File: src/rtl/serial_capture_pkg.sv
`default_nettype none
// +--------------------------------------------------------------------------+
// | Module      : serial_capture_pkg                                         |
// | Description : Shared types and constants for the serial word capture     |
// |               block: FSM state encoding and the maximum word width.      |
// |               The state encoding is fixed whether or not the optional    |
// |               SERIAL_CAPTURE_PARITY_EN feature is compiled in.           |
// | Revision    : 1.0 - initial release                                      |
// +--------------------------------------------------------------------------+
package serial_capture_pkg;

   localparam int SC_WIDTH_MAX = 32;

   typedef enum logic [1:0] {
      IDLE   = 2'd0,
      DATA   = 2'd1,
      PARITY = 2'd2,
      STOP   = 2'd3
   } sc_state_t;

endpackage : serial_capture_pkg
`default_nettype wire

File: src/rtl/sc_shift_reg.sv
`default_nettype none
// +--------------------------------------------------------------------------+
// | Module      : sc_shift_reg                                               |
// | Description : WIDTH-bit shift register, LSB-first fill. New bits enter   |
// |               at the MSB and move right, so after WIDTH enabled shifts   |
// |               the first bit received sits in bit 0.                      |
// | Ports       : clk   - clock                                              |
// |               rst_n - asynchronous active-low clear                      |
// |               en    - shift enable                                       |
// |               din   - serial data in                                     |
// |               q     - parallel word                                      |
// | Revision    : 1.0 - initial release                                      |
// +--------------------------------------------------------------------------+
module sc_shift_reg #(
   parameter int WIDTH = 8
) (
   input  logic             clk,
   input  logic             rst_n,
   input  logic             en,
   input  logic             din,
   output logic [WIDTH-1:0] q
);

   logic [WIDTH-1:0] r_q;

   always_ff @(posedge clk or negedge rst_n) begin
      if (!rst_n) begin
         r_q <= '0;
      end else if (en) begin
         r_q <= {din, r_q[WIDTH-1:1]};
      end
   end

   assign q = r_q;

endmodule : sc_shift_reg
`default_nettype wire

File: src/rtl/serial_word_capture.sv
`default_nettype none
// +--------------------------------------------------------------------------+
// | Module      : serial_word_capture                                        |
// | Description : Samples a registered serial stream on enabled edges,       |
// |               frames it with a start bit (0) and stop bit (1), and       |
// |               assembles WIDTH-bit words LSB-first onto a valid/ready     |
// |               port. Bad stop bits pulse frame_err; words completed while |
// |               the output is stalled are dropped and pulse overrun.       |
// | Ports       : clk, rst_n (async active-low)                              |
// |               ser_in, ser_en          - serial bit and sample strobe     |
// |               out_ready               - downstream accept                |
// |               out_data, out_valid     - assembled word and valid         |
// |               frame_err, overrun      - one-cycle error pulses           |
// |               busy                    - frame in progress                |
// | Options     : SERIAL_CAPTURE_PARITY_EN - adds an even-parity bit between |
// |               the data bits and the stop bit; a mismatch is reported as  |
// |               frame_err on the stop-bit edge and the word is discarded.  |
// | Revision    : 1.0 - initial release                                      |
// +--------------------------------------------------------------------------+
module serial_word_capture
   import serial_capture_pkg::*;
#(
   parameter int WIDTH = 8
) (
   input  logic             clk,
   input  logic             rst_n,
   input  logic             ser_in,
   input  logic             ser_en,
   input  logic             out_ready,
   output logic [WIDTH-1:0] out_data,
   output logic             out_valid,
   output logic             frame_err,
   output logic             overrun,
   output logic             busy
);

   localparam int                c_CNT_W = $clog2(WIDTH);
   localparam logic [c_CNT_W-1:0] c_LAST  = c_CNT_W'(WIDTH - 1);

   sc_state_t          r_state;
   sc_state_t          w_next;
   logic [c_CNT_W-1:0] r_bit_cnt;
   logic [WIDTH-1:0]   w_word;
   logic               w_shift_en;
   logic               w_start;
   logic               w_stop_edge;
   logic               w_par_bad;
   logic               w_complete;
   logic               w_bad_frame;

   logic [WIDTH-1:0]   r_out_data;
   logic               r_out_valid;
   logic               r_frame_err;
   logic               r_overrun;
   logic               r_busy;

   // ---------------------------------------------------------------- state
   always_ff @(posedge clk or negedge rst_n) begin
      if (!rst_n) begin
         r_state <= IDLE;
      end else begin
         r_state <= w_next;
      end
   end

   // ----------------------------------------------------------- next state
   always_comb begin
      w_next = r_state;
      if (ser_en) begin
         case (r_state)
            IDLE: if (!ser_in) w_next = DATA;
            DATA: begin
               if (r_bit_cnt == c_LAST) begin
`ifdef SERIAL_CAPTURE_PARITY_EN
                  w_next = PARITY;
`else
                  w_next = STOP;
`endif
               end
            end
`ifdef SERIAL_CAPTURE_PARITY_EN
            PARITY: w_next = STOP;
`endif
            // A 0 in STOP is a framing error, not a new start bit.
            STOP:    w_next = IDLE;
            default: w_next = IDLE;
         endcase
      end
   end

   // ------------------------------------------------------ decoded strobes
   always_comb begin
      w_shift_en  = ser_en && (r_state == DATA);
      w_start     = ser_en && (r_state == IDLE) && !ser_in;
      w_stop_edge = ser_en && (r_state == STOP);
      w_complete  = w_stop_edge && ser_in && !w_par_bad;
      w_bad_frame = w_stop_edge && (!ser_in || w_par_bad);
   end

   // ------------------------------------------------------------- bit count
   // Holds at WIDTH-1 on the last data bit so it never wraps mid-frame.
   always_ff @(posedge clk or negedge rst_n) begin
      if (!rst_n) begin
         r_bit_cnt <= '0;
      end else if (w_start) begin
         r_bit_cnt <= '0;
      end else if (w_shift_en && (r_bit_cnt != c_LAST)) begin
         r_bit_cnt <= r_bit_cnt + 1'b1;
      end
   end

   // ---------------------------------------------------------------- parity
`ifdef SERIAL_CAPTURE_PARITY_EN
   logic r_par_acc;
   logic r_par_err;

   always_ff @(posedge clk or negedge rst_n) begin
      if (!rst_n) begin
         r_par_acc <= 1'b0;
         r_par_err <= 1'b0;
      end else if (w_start) begin
         r_par_acc <= 1'b0;
         r_par_err <= 1'b0;
      end else if (w_shift_en) begin
         r_par_acc <= r_par_acc ^ ser_in;
      end else if (ser_en && (r_state == PARITY)) begin
         // Even parity: data bits plus parity bit must XOR to zero.
         r_par_err <= r_par_acc ^ ser_in;
      end
   end

   assign w_par_bad = r_par_err;
`else
   assign w_par_bad = 1'b0;
`endif

   // ---------------------------------------------------------- shift register
   sc_shift_reg #(
      .WIDTH (WIDTH)
   ) u_shift (
      .clk   (clk),
      .rst_n (rst_n),
      .en    (w_shift_en),
      .din   (ser_in),
      .q     (w_word)
   );

   // ------------------------------------------------------- output handshake
   always_ff @(posedge clk or negedge rst_n) begin
      if (!rst_n) begin
         r_out_data  <= '0;
         r_out_valid <= 1'b0;
         r_frame_err <= 1'b0;
         r_overrun   <= 1'b0;
         r_busy      <= 1'b0;
      end else begin
         r_frame_err <= w_bad_frame;
         r_overrun   <= w_complete && r_out_valid && !out_ready;
         r_busy      <= (w_next != IDLE);
         // A word may be loaded when the slot is empty or being emptied
         // on this same edge; otherwise the held word has priority.
         if (w_complete && (!r_out_valid || out_ready)) begin
            r_out_data  <= w_word;
            r_out_valid <= 1'b1;
         end else if (r_out_valid && out_ready) begin
            r_out_valid <= 1'b0;
         end
      end
   end

   assign out_data  = r_out_data;
   assign out_valid = r_out_valid;
   assign frame_err = r_frame_err;
   assign overrun   = r_overrun;
   assign busy      = r_busy;

endmodule : serial_word_capture
`default_nettype wire

File: config.mk
export PLATFORM = sky130hd
export DESIGN_NAME = serial_word_capture
export DESIGN_NICKNAME = d
export VERILOG_FILES = /design/src/rtl/serial_capture_pkg.sv /design/src/rtl/sc_shift_reg.sv /design/src/rtl/serial_word_capture.sv
export SDC_FILE = /design/constraint.sdc
export NUM_CORES = 1
export LEC_CHECK = 0
export ABC_AREA = 1
export BUFFER_PORTS_ARGS = -buffer_cell sky130_fd_sc_hd__buf_4
export CORE_ASPECT_RATIO = 0.9
export CORE_MARGIN = 2
export CORE_UTILIZATION = 53
export CTS_BUF_LIST = sky130_fd_sc_hd__clkbuf_4 sky130_fd_sc_hd__clkbuf_8 sky130_fd_sc_hd__clkbuf_16
export DETAILED_ROUTE_END_ITERATION = 7
export GPL_ROUTABILITY_DRIVEN = 0
export GPL_TIMING_DRIVEN = 0
export HOLD_SLACK_MARGIN = 0.05
export PLACE_DENSITY = 0.75
export SYNTH_ARGS = -nofsm -noshare
export SYNTH_HDL_FRONTEND = slang
export SYNTH_SLANG_ARGS = --single-unit
File: constraint.sdc
create_clock -name clk -period 1.3 [get_ports clk]
set_input_delay 0.13 -clock clk [delete_from_list [all_inputs] [get_ports clk]]
set_output_delay 0.13 -clock clk [all_outputs]
set_load 0.02 [all_outputs]
---- Word-level counts from Yosys, hierarchy flattened ----
Cells that the tools add are included.
operators by class
  reduce and logical (&&, ||, !) cells .... 19
  muxes and demuxes ....................... 8
  $add $sub $neg .......................... 1
  eq/ne operators ......................... 4
operators by type and width
  operator               count
  $logic_and A1 B1 Y1    11
  $mux W2                3
  $mux W3                2
  $reduce_bool A2 Y1     3
  $pmux W2 S2            1
  $add A3 B1 Y3 const B  1
  $eq A3 B3 Y1 const B   1
  $logic_not A1 Y1       3
  $ne A3 B3 Y1 const B   1
  $eq A2 B1 Y1 const B   1
  $eq A2 B2 Y1 const B   1
  $logic_not A2 Y1       1
  $mux W1                2
  $logic_or A1 B1 Y1     1
word-level totals
  logic and storage cells ................. 40
  bits of input ports ..................... 5
  output and inout port bits .............. 12
  register bits ........................... 25

---- Logic depth before layout (Yosys ltp) ----
  word-level depth ........................ 5
  mapped depth ............................ 6
  depth with buffers taken out ............ 6

---- By module ----
A second synthesis with hierarchy kept.
second synthesis, totals
  cells, all modules ...................... 115
  area total of the unflattened synthesis .. 1052.3 um2
modules (own cells, without submodules)
  module               cells each  instances  seq. area each (um2)  area each (um2)
  serial_word_capture  81          1          425.4                 747.0
  sc_shift_reg         34          1          200.2                 305.3

---- Worst setup path after synthesis ----
No wires, ideal clock.
  path type ............................... flip-flop to flip-flop
  from .................................... register r_out_valid (netlist: out_valid)
  to ...................................... register r_out_data[0] (netlist: out_data[0])
  clock period less this slack ............ 1.114 ns
  setup time .............................. 0.066 ns
  stages on the path, launching flop included .. 5
  path buffers ............................ 1
  data required time ...................... 1.234 ns
  path slack .............................. 0.186 ns
  data arrival time ....................... 1.047 ns
  cell sequence ........................... dfrtp_1 -> nand2_1 -> buf_1 -> nand4_1 -> nand2_1
between the ends
  cells in the longest elaborated chain, start to end .. 3
RTL lines
  what                    RTL line                    text
  from (decl)             serial_word_capture.sv:52   logic r_out_valid;
  from (signal assigned)  serial_word_capture.sv:152  r_out_valid <= 1'b0;
  from (signal assigned)  serial_word_capture.sv:164  r_out_valid <= 1'b1;
  from (signal assigned)  serial_word_capture.sv:166  r_out_valid <= 1'b0;
  $logic_not A1 Y1        serial_word_capture.sv:162  if (w_complete && (!r_out_valid || out_ready)) begin
  $logic_or A1 B1 Y1      serial_word_capture.sv:162
  $logic_and A1 B1 Y1     serial_word_capture.sv:162
  to (signal assigned)    serial_word_capture.sv:163  r_out_data <= w_word;
  to (decl)               serial_word_capture.sv:51   logic [WIDTH-1:0] r_out_data;
No other way between the ends.
A chain may end at the register's enable or synchronous reset.

---- Worst setup path after layout ----
  from .................................... register r_bit_cnt[0]
  to ...................................... register r_bit_cnt[2]
between the ends
  cells in the longest elaborated chain, start to end .. 3
  elaborated cells on any way between the ends .. 6
  classes of those cells .................. add/sub (1); eq/ne (1); mux (2); reduce/logical (2)
RTL lines
  what                                                   RTL line                                                text
  from (decl)                                            serial_word_capture.sv:42                               logic [c_CNT_W-1:0] r_bit_cnt;
  from (signal assigned)                                 serial_word_capture.sv:108                              r_bit_cnt <= r_bit_cnt + 1'b1;
  $add A3 B1 Y3 / $ne A3 B3 Y1 (equally long branches)   serial_word_capture.sv:108, serial_word_capture.sv:107
  $mux W3 / $logic_and A1 B1 Y1 (equally long branches)  serial_word_capture.sv:107                              end else if (w_shift_en && (r_bit_cnt != c_LAST)) begin
  $mux W3 / $reduce_bool A2 Y1 (equally long branches)   -
Several ways; a longest one is shown, not always the timed one. The select of a mux whose other input is x is not followed.

==> metrics <==
clock-pin slew on the worst setup and hold paths between 0.1 and 0.15 ns; Power, Total about 0.0024 W; combinational family with the most area after synthesis simple AND/OR/NAND/NOR gates; clock latency on the worst-skew pair ~0.31 ns; sinks on the clock net 25; Slowest Stage Delay on Critical Path between 0.4 and 0.5 ns; vertical die dimension 45.8 um; Final nets about 140; kind of path behind the tightest hold check primary input to flop; layout cell share with drive strength beyond 1 a little over a fifth; total of fill cells in the finished design ~160; reg-to-reg critical path startpoint r_bit_cnt[0]$_DFFE_PN0P_; synthesis warning total 0; Area contributors post-synth sky130_fd_sc_hd__dfrtp_1 (61%), sky130_fd_sc_hd__nand2_1 (16%), sky130_fd_sc_hd__nand4_1 (4.9%), sky130_fd_sc_hd__inv_1 (3.6%), sky130_fd_sc_hd__o21ai_0 (3.4%); Synth Instances 111; number of buffers inserted by port buffering 16; most frequent cells in the layout sky130_fd_sc_hd__nand2_1 (43), sky130_fd_sc_hd__dfrtp_1 (25), sky130_fd_sc_hd__buf_4 (18); Net Sw Frac between 30 and 40%; simple-gate share of the synthesized area between 20% and 30%; flip-flop and latch count after synthesis 25; Pins Over Slew Limit 0; worst slew pin tran ~0.4 ns; maximum number of pins on one net before global-route repair 26; source of the worst hold timing path ser_in; DRC viols 0; share of power burned in the clock network 14.7%; syn nets about 120; library cells used by synthesis 15; area added between synthesis and finish 21.5%; initial drt markers 12; via count of the first global-routing pass between 600 and 700; final worst slack approximately 0.12 ns; Fin Setup TNS 0 ns; worst setup path category flop to flop; critical path's top delay family flip-flops; highest ir drop seen on vdd approximately 1100 uV; max-capacitance violation count 0; Max-Slew Margin vs Limit 72.7%; remaining global-route overflow 0; Crit. End Element flop; routed vias around 800; final wirelength approximately 1800 um; cell-internal power about 0.0015 W; final-report setup violation count 0; CTS tree yes; commonest non-fill, non-tap cell in the layout sky130_fd_sc_hd__nand2_1; worst clock skew around 0.0012 ns; effective utilization at floorplan between 50% and 60%; Core Rows 15; internal reg-to-reg setup slack approximately 0.12 ns; count of cells along the worst hold path 3; data arrival time at the worst-slack endpoint ~1.4 ns; Post-DP HPWL between 1000 and 1500 um; H-Tree Level Count 1; series of cell instances along the critical path ha_1, ha_2, inv_1, nand2_1, nand3_1, nand2_1; part of the total power dissipated in sequential elements between 50% and 60%; number of buffers created by CTS 3; overall fraction of global-route tracks in use around 18%; area of the die about 0.0023 mm2; Max Clk Rate 847 MHz; Vias per Instance 4.99; clock root buffer master sky130_fd_sc_hd__clkbuf_4; wire length of the first global-routing pass roughly 2900 um; final count of hold timing violations 0; destination of the worst register-to-register timing path r_bit_cnt[2]$_DFFE_PN0P_; leakage power of the design between 0.6 and 0.7 nW; pre-CTS setup slack approximately 0.076 ns; Crit path buffers/inverters 1; Data required, critical path 1.51 ns; Core Footprint ~0.0019 mm2; adder and majority gate portion of the synthesized area about 2.4%; setup repair after global routing missed its margin false; worst-case clock buffer depth 2; worst-case reg-to-reg path depth 6; library cell contributing the largest single delay on the critical path sky130_fd_sc_hd__dfrtp_1; average cell area after synthesis slightly above 9 um2; detailed-routing iteration count for the pre-antenna-repair pass 4; worst-case hold path end point out_valid$_DFFE_PN0P_; number of antenna-violating nets in the routed design 0; drt wl/cell between 10 and 15 um; Switching Power about 0.00087 W; CP Launch Type flop; Top-Level Pins 17; library cell occupying the most area in the post-synthesis netlist sky130_fd_sc_hd__dfrtp_1; period utilization 90.8%; synthesized-area fraction occupied by ao, oa, aoi and oai cells around 3.4%; power density over cell area around 1900 mW/mm2; count of inserted antenna diode cells 0; share of the synthesized netlist area taken by xor and xnor gates 0%; status finished, final reports clean; share of synthesized area spent on multiplexers 0%; antenna violations before repair 0; maximum fanout count along the critical path 3; combinational group share of total power between 30 and 40%; synthesized area between 0.001 and 0.0015 mm2; width of the die between 50 and 60 um; share of the synthesized area in the top cell type slightly above 60%; post-synthesis sequential area ratio roughly three fifths; most prevalent standard cell on the critical path sky130_fd_sc_hd__nand2_1; final period demand of the worst path 1.18 ns
synth_stat cells:
cell and number:
sky130_fd_sc_hd__buf_1 1, sky130_fd_sc_hd__clkbuf_1 1, sky130_fd_sc_hd__dfrtp_1 25, sky130_fd_sc_hd__ha_1 2, sky130_fd_sc_hd__inv_1 10, sky130_fd_sc_hd__nand2_1 43, sky130_fd_sc_hd__nand2_2 1, sky130_fd_sc_hd__nand3_1 5
sky130_fd_sc_hd__nand3_4 1, sky130_fd_sc_hd__nand4_1 8, sky130_fd_sc_hd__nor2_1 4, sky130_fd_sc_hd__nor2_2 1, sky130_fd_sc_hd__nor2_4 1, sky130_fd_sc_hd__nor3_1 1, sky130_fd_sc_hd__o21ai_0 7
per-stage QoR:
stage	hold WS [ns]	cell area, um2	util, %	std cells
floorplan	-0.166	1030	-	111
global placement	0.0436	1180	62.9	152
detailed placement	0.0447	1180	62.9	152
CTS	0.0726	1220	65.0	157
global route	0.0900	1250	66.6	159
finish	0.101	1250	66.6	159
registers in the layout (all words and copies together) (netlist names):
| name | cells |
|---|---|
| busy | 1 |
| frame_err | 1 |
| out_data | 8 |
| out_valid | 1 |
| overrun | 1 |
| r_bit_cnt | 3 |
| r_state | 2 |
| u_shift.q | 8 |
worst min-delay path, delay by kind of cell:
kind,cells,cell delay [ns]
AND/OR/NAND/NOR,2,0.14
buffers and inverters,1,0.12
power groups by stage:
stage	registers (W)	clock network, W	logic (W)
finish	0.00123	0.000352	0.000810
global route	0.00126	0.000394	0.000942
CTS	0.00122	0.000368	0.000802
detailed placement	0.00124	0	0.000798
global placement	0.00122	0	0.000766
floorplan	0.00134	0	0.000374
per-layer routing:
layer,global-route usage [%],up-vias,wire length (um)
met3,2.96,4,61
li1,-,402,-
met5,0,-,0
met4,11.4,0,42
met2,28.9,17,898
met1,22.3,371,777
logic make-up (layout without fill, tap and decap cells):
logic type,Yosys count,count (layout)
fa+ha+maj,2,2
simple gates,65,65
compound gates,7,7
buf+inv,12,35
flops,25,25
cell type report:
class | instances | area [um2] | area share (%)
flip-flops and latches | 25 | 626 | 50.1
multi-input cells | 74 | 373 | 29.8
repair buffers | 19 | 145 | 11.6
inverters | 10 | 37.5 | 3.00
well taps | 25 | 31.3 | 2.50
clock buffers | 4 | 30.0 | 2.40
plain buffers | 2 | 7.51 | 0.601
timing repair:
| action | 4_1_cts | 5_1_grt |
|---|---|---|
| endpoints found under the hold margin | 25 | 0 |
| hold buffers | 1 | 0 |
| setup buffers | 0 | 2 |
| setup endpoints to repair | 0 | 7 |
| resized for setup | 0 | 4 |
worst max-delay path by stage:
| stage | end | from | cells after the start | slack [ns] |
|---|---|---|---|---|
| after detailed placement | r_bit_cnt[0]$_DFFE_PN0P_ | r_bit_cnt[0]$_DFFE_PN0P_ | 5 | 0.08 |
| after CTS | r_bit_cnt[0]$_DFFE_PN0P_ | r_bit_cnt[0]$_DFFE_PN0P_ | 5 | 0.05 |
| after global routing | out_data[4]$_DFFE_PN0P_ | r_state[1]$_DFF_PN0_ | 5 | 0.02 |
| after floorplan | out_data[0]$_DFFE_PN0P_ | out_valid$_DFFE_PN0P_ | 4 | 0.19 |
| after global placement | r_bit_cnt[0]$_DFFE_PN0P_ | r_bit_cnt[0]$_DFFE_PN0P_ | 6 | 0.13 |
| final | r_bit_cnt[2]$_DFFE_PN0P_ | r_bit_cnt[0]$_DFFE_PN0P_ | 6 | 0.12 |
Power figures use the tool's default switching activity.
